### src/rtl/mdu_seq.sv
// mdu_seq: iterative MIPS multiply/divide unit with architectural HI/LO.
// Multiply is radix-2 shift-add and divide is restoring shift-subtract.
// Both run for WIDTH cycles in CALC, then apply sign correction in FIN.
// Define MDU_DIV_EN to build the divider. Without it, div/divu launch
// nothing: they pulse done on the next edge and leave HI/LO unchanged.
module mdu_seq #(
    parameter int unsigned WIDTH = 32
) (
    input  logic             clk,
    input  logic             rst_n,
    input  logic             start,
    input  logic [1:0]       op,
    input  logic [WIDTH-1:0] a,
    input  logic [WIDTH-1:0] b,
    input  logic             hi_we,
    input  logic             lo_we,
    input  logic [WIDTH-1:0] wdata,
    output logic             busy,
    output logic             done,
    output logic [WIDTH-1:0] hi,
    output logic [WIDTH-1:0] lo
);

    localparam int unsigned DW = 2 * WIDTH;
    localparam int unsigned CW = $clog2(WIDTH);

    typedef enum logic [1:0] {
        IDLE = 2'd0,
        CALC = 2'd1,
        FIN  = 2'd2
    } state_t;

    state_t            state;
    state_t            state_next;
    logic              launch;
    logic [CW-1:0]     count;
    logic [DW-1:0]     acc;
    logic [WIDTH-1:0]  opnd;
    logic              neg_lo;

    logic              signed_op;
    logic              a_neg;
    logic              b_neg;
    logic [WIDTH-1:0]  a_mag;
    logic [WIDTH-1:0]  b_mag;
    logic [WIDTH:0]    mul_sum;
    logic [DW-1:0]     mul_step;
    logic [DW-1:0]     prod;
    logic [WIDTH-1:0]  res_hi;
    logic [WIDTH-1:0]  res_lo;
`ifdef MDU_DIV_EN
    logic              is_div;
    logic              neg_hi;
    logic [WIDTH-1:0]  a_raw;
    logic [WIDTH:0]    rem_sh;
    logic [WIDTH:0]    div_diff;
    logic [DW-1:0]     div_step;
`endif

    // Next-state logic; launch marks an accepted start
    always_comb begin
        state_next = state;
        launch     = 1'b0;
        case (state)
            IDLE: begin
`ifdef MDU_DIV_EN
                if (start) begin
                    state_next = CALC;
                    launch     = 1'b1;
                end
`else
                if (start && !op[1]) begin
                    state_next = CALC;
                    launch     = 1'b1;
                end
`endif
            end
            CALC:    if (count == '0) state_next = FIN;
            FIN:     state_next = IDLE;
            default: state_next = IDLE;
        endcase
    end

    // State register
    always_ff @(posedge clk or negedge rst_n) begin
        if (!rst_n) state <= IDLE;
        else        state <= state_next;
    end

    // Operand magnitudes, one iteration step and the sign-corrected result
    always_comb begin
        signed_op = ~op[0];
        a_neg     = signed_op & a[WIDTH-1];
        b_neg     = signed_op & b[WIDTH-1];
        a_mag     = a_neg ? (~a + WIDTH'(1)) : a;
        b_mag     = b_neg ? (~b + WIDTH'(1)) : b;
        mul_sum   = {1'b0, acc[DW-1:WIDTH]} + (acc[0] ? {1'b0, opnd} : '0);
        mul_step  = {mul_sum, acc[WIDTH-1:1]};
        prod      = neg_lo ? (~acc + DW'(1)) : acc;
        res_hi    = prod[DW-1:WIDTH];
        res_lo    = prod[WIDTH-1:0];
`ifdef MDU_DIV_EN
        rem_sh    = acc[DW-1:WIDTH-1];
        div_diff  = rem_sh - {1'b0, opnd};
        div_step  = div_diff[WIDTH] ? {acc[DW-2:0], 1'b0}
                                    : {div_diff[WIDTH-1:0], acc[WIDTH-2:0], 1'b1};
        if (is_div) begin
            if (opnd == '0) begin
                res_lo = '1;
                res_hi = a_raw;
            end else begin
                res_lo = neg_lo ? (~acc[WIDTH-1:0] + WIDTH'(1)) : acc[WIDTH-1:0];
                res_hi = neg_hi ? (~acc[DW-1:WIDTH] + WIDTH'(1)) : acc[DW-1:WIDTH];
            end
        end
`endif
    end

    // Datapath, HI/LO and status outputs
    always_ff @(posedge clk or negedge rst_n) begin
        if (!rst_n) begin
            count  <= '0;
            acc    <= '0;
            opnd   <= '0;
            neg_lo <= 1'b0;
            hi     <= '0;
            lo     <= '0;
            busy   <= 1'b0;
            done   <= 1'b0;
`ifdef MDU_DIV_EN
            is_div <= 1'b0;
            neg_hi <= 1'b0;
            a_raw  <= '0;
`endif
        end else begin
            busy <= (state_next != IDLE);
            done <= 1'b0;
            case (state)
                IDLE: begin
                    if (hi_we) hi <= wdata;
                    if (lo_we) lo <= wdata;
                    if (launch) begin
                        count  <= CW'(WIDTH - 1);
                        neg_lo <= a_neg ^ b_neg;
`ifdef MDU_DIV_EN
                        is_div <= op[1];
                        neg_hi <= op[1] ? a_neg : (a_neg ^ b_neg);
                        a_raw  <= a;
                        if (op[1]) begin
                            acc  <= {{WIDTH{1'b0}}, a_mag};
                            opnd <= b_mag;
                        end else begin
                            acc  <= {{WIDTH{1'b0}}, b_mag};
                            opnd <= a_mag;
                        end
`else
                        acc  <= {{WIDTH{1'b0}}, b_mag};
                        opnd <= a_mag;
`endif
                    end
`ifndef MDU_DIV_EN
                    if (start && op[1]) done <= 1'b1;
`endif
                end
                CALC: begin
                    count <= count - CW'(1);
`ifdef MDU_DIV_EN
                    acc   <= is_div ? div_step : mul_step;
`else
                    acc   <= mul_step;
`endif
                end
                FIN: begin
                    hi   <= res_hi;
                    lo   <= res_lo;
                    done <= 1'b1;
                end
                default: ;
            endcase
        end
    end

endmodule
### config.mk
export PLATFORM = sky130hd
export DESIGN_NAME = mdu_seq
export DESIGN_NICKNAME = d
export VERILOG_FILES = /design/src/rtl/mdu_seq.sv
export SDC_FILE = /design/constraint.sdc
export NUM_CORES = 1
export LEC_CHECK = 0
export ABC_AREA = 1
export CAP_MARGIN = 5
export CORE_MARGIN = 3
export CORE_UTILIZATION = 28
export DETAILED_ROUTE_END_ITERATION = 8
export PLACE_DENSITY = 0.56
export SYNTH_ARGS = -nofsm -noshare
export SYNTH_HDL_FRONTEND = slang
export SYNTH_SLANG_ARGS = --single-unit
### constraint.sdc
create_clock -name clk -period 4.2 [get_ports clk]
set_clock_uncertainty 0.1 [all_clocks]
set_input_delay 0.84 -clock clk [delete_from_list [all_inputs] [get_ports clk]]
set_output_delay 0.84 -clock clk [all_outputs]
set_load 0.005 [all_outputs]
==> metrics.cfg <==
[synthesis]
syn_inst=2075
synth-seq-cells=170
yosysSeqAreaShare=0.327
synthesis.nets=2215
synth.distinct_cells=43
synth_area_um2=13000
synth_area_per_cell_um2=6.28
yosys_warnings=0

[clock_tree]
cts_sinks=170
cts_tree=built
cts-root-buf=clkbuf_16
cts_buffers=17
path_clk_slew_ns=0.08
htreeDepth=4
clock_latency_ns=0.46
post_cts.repair.setup_buffers=0
clk_path_buf_depth=2
ctsResizeCount=0
hold_buffers=0

[setup_path]
cpMaxStageDelayCell=dfrtp_1
cp_top_family=simple AND/OR/NAND/NOR gates
worst-path-buf-inv=2
cp.required_ns=4.44
path_common_cell=nand2_1
crit_path_end_kind=flop
slowest_delay_ns=0.59
critical_path_class=flop to flop
worstPathCellList=nand2_1, inv_1, ha_1, inv_1, fa_1, o21ai_0, nand2_1, nand2_1, nand2_1, nand2_1, nand2_1, nand2_1, nand2_1, nand3_1, nand2_1
cp_max_fo=11
start_kind=flop
worstPathArrival_ns=3.04

[flow_run]
drv_cap=0

[floorplan]
coreArea_um2=45700
dieArea_um2=49100
die_x_um=222
rows=78
die_h_um=222
io_pins=169
initial_core_util=0.285

[grt]
grt_pass1_vias=13448
grt_usage=0.204
antenna_found_initial=1
grt_pass1_wl_mm=78.8
overflow=0
grt_max_degree=62

[placement]
io_buffer_count=168
place_congestion=0.931
dp_cells=2796
dpl.hpwl_mm=41.1

[final_layout]
final_cells=2828
num_antenna_cells=0
drive_above_1_share=0.0408
synthToLayoutAreaGrowth_pct=22.7
utilization=0.350
final_nets=2355

[sta]
clock.fmax_ghz=0.357
rsz0062_at_grt=no
final_max_slew_viol_count=0
period_share=0.667
hold_violations=0
slew_headroom=0.276
fin_setup_tns_ns=0
finalSetupViolCount=0
max_slew.worst_pin.slew_ns=1.09
layout_min_cycle_time_ns=2.80

[route]
routed_wl_mm=51.1
postRouteAntennaNets=0
drc=0
dr.pass1.iters=6
drtIter0Drc=1205
viasPerCell=5.01
wire_per_inst_um=18.1
vias=14164

[power]
powerDensity_nw_per_um2=682
vdd_drop_max_v=0.000322
leakagePower_nw=7.40

[min_path]
hold_path.class=primary input to asynchronous set/reset pin

[run_status]
outcome=finished clean

-- metal layers --
metal	track usage	wire length, µm
met5	0	13
met2	0.311	21900
met3	0.0323	3340
met4	0.0555	1160
met1	0.299	24700
-- area by class of cell --
| cell class | instances | area [µm²] |
|---|---|---|
| Fill cell | 5044 | 29700 |
| Multi-Input combinational cell | 1597 | 7610 |
| Sequential cell | 170 | 4260 |
| Timing Repair Buffer | 187 | 1840 |
| Inverter | 242 | 908 |
| Tap cell | 600 | 751 |
| Clock buffer | 18 | 439 |
| Clock inverter | 14 | 184 |
-- path summary, 6_finish.rpt --
check                       start  endpoint  slack, ns  cells past startpoint
hold / removal              rst_n     hi[9]       0.28                      1
min in group clk            lo[1]     lo[1]       0.38                      2
max in group asynchronous   rst_n   acc[63]       2.88                      2
setup reg to reg           acc[0]   acc[55]       1.40                     15
setup / recovery           acc[0]   acc[55]       1.40                     15
hold reg to reg             lo[1]     lo[1]       0.38                      2
-- per-stage QoR --
stage                     area (µm²)  hold WS (ns)  worst slack, ns  total power, mW
after CTS                      16000         0.297             1.41             10.9
after detailed placement       15400         0.368             1.13             9.15
after global placement         15400         0.364             1.16             9.09
after global routing           16000         0.322             1.08             11.8
after floorplan                13000         0.349             1.61             6.73
final                          16000         0.280             1.40             10.9
-- cell usage after synthesis (all sizes together) --
library cell / n / area (µm²)
nand2: 577 / 2180
nor2: 322 / 1240
inv: 239 / 897
nand3: 189 / 946
a21oi: 180 / 901
dfrtp: 170 / 4250
o21ai: 129 / 668
clkbuf: 46 / 173
ha: 36 / 450
xor2: 25 / 219
buf: 20 / 95.1
nand4: 18 / 113
o22ai: 17 / 106
nand3b: 14 / 105
nor3: 13 / 65.1
o221ai: 13 / 114
a31oi: 12 / 75.1
o21bai: 11 / 82.6
or2: 9 / 56.3
o211ai: 5 / 37.5
and2: 4 / 25.0
xnor2: 4 / 35.0
a22oi: 3 / 22.5
clkinv: 3 / 11.3
o31ai: 3 / 22.5
a21boi: 2 / 15.0
a21o: 2 / 15.0
nor3b: 2 / 15.0
nor4: 2 / 27.5
a211oi: 1 / 7.51
and3: 1 / 6.26
fa: 1 / 20.0
o21a: 1 / 7.51
o32ai: 1 / 8.76
-- registers in the layout, indices dropped and copies added (netlist names) --
| signal | flops |
|---|---|
| state | 2 |
| busy | 1 |
| done | 1 |
| hi | 32 |
| neg_lo | 1 |
| opnd | 32 |
| count | 5 |
| lo | 32 |
| acc | 64 |
-- logic make-up (layout without fill, tap and decap cells) --
logic type	after synthesis	in the layout	synth area share
AO/OA/AOI/OAI	380	380	0.160
XOR/XNOR	29	29	0.0195
adder cells (fa/ha/maj)	37	37	0.0361
buffers and inverters	308	461	0.0903
flip-flops	170	170	0.327
AND/OR/NAND/NOR	1151	1151	0.367
-- worst reg2reg max path, stage by stage (launching register included) --
cell     delay [ns]
dfrtp_1        0.59
nand2_1        0.10
inv_1          0.07
ha_1           0.15
inv_1          0.07
fa_1           0.42
o21ai_0        0.43
nand2_1        0.10
nand2_1        0.11
nand2_1        0.06
nand2_1        0.14
nand2_1        0.09
nand2_1        0.08
nand2_1        0.05
nand3_1        0.07
nand2_1        0.06
-- layout by cell type (no fill, tap or decap), types with 7 or more instances in the layout --
| cell type | instances |
|---|---|
| ha_1 | 36 |
| dfrtp_1 | 169 |
| nand2_1 | 570 |
| nand4_1 | 18 |
| nor3_1 | 13 |
| inv_2 | 7 |
| o221ai_1 | 13 |
| a31oi_1 | 12 |
| nand2_2 | 7 |
| o21bai_1 | 11 |
| nor2_1 | 314 |
| or2_2 | 9 |
| buf_4 | 18 |
| nand3b_1 | 14 |
| clkbuf_16 | 17 |
| xor2_1 | 25 |
| o21ai_0 | 118 |
| inv_1 | 232 |
| clkdlybuf4s50_1 | 167 |
| nand3_1 | 189 |
| o22ai_1 | 17 |
| a21oi_1 | 180 |
-- power breakdown --
group          internal [mW]  switching [mW]
registers               2.45            1.02
logic                   2.21            3.51
clock network          0.965           0.741
No activity file was read; power rests on OpenSTA's default activity.
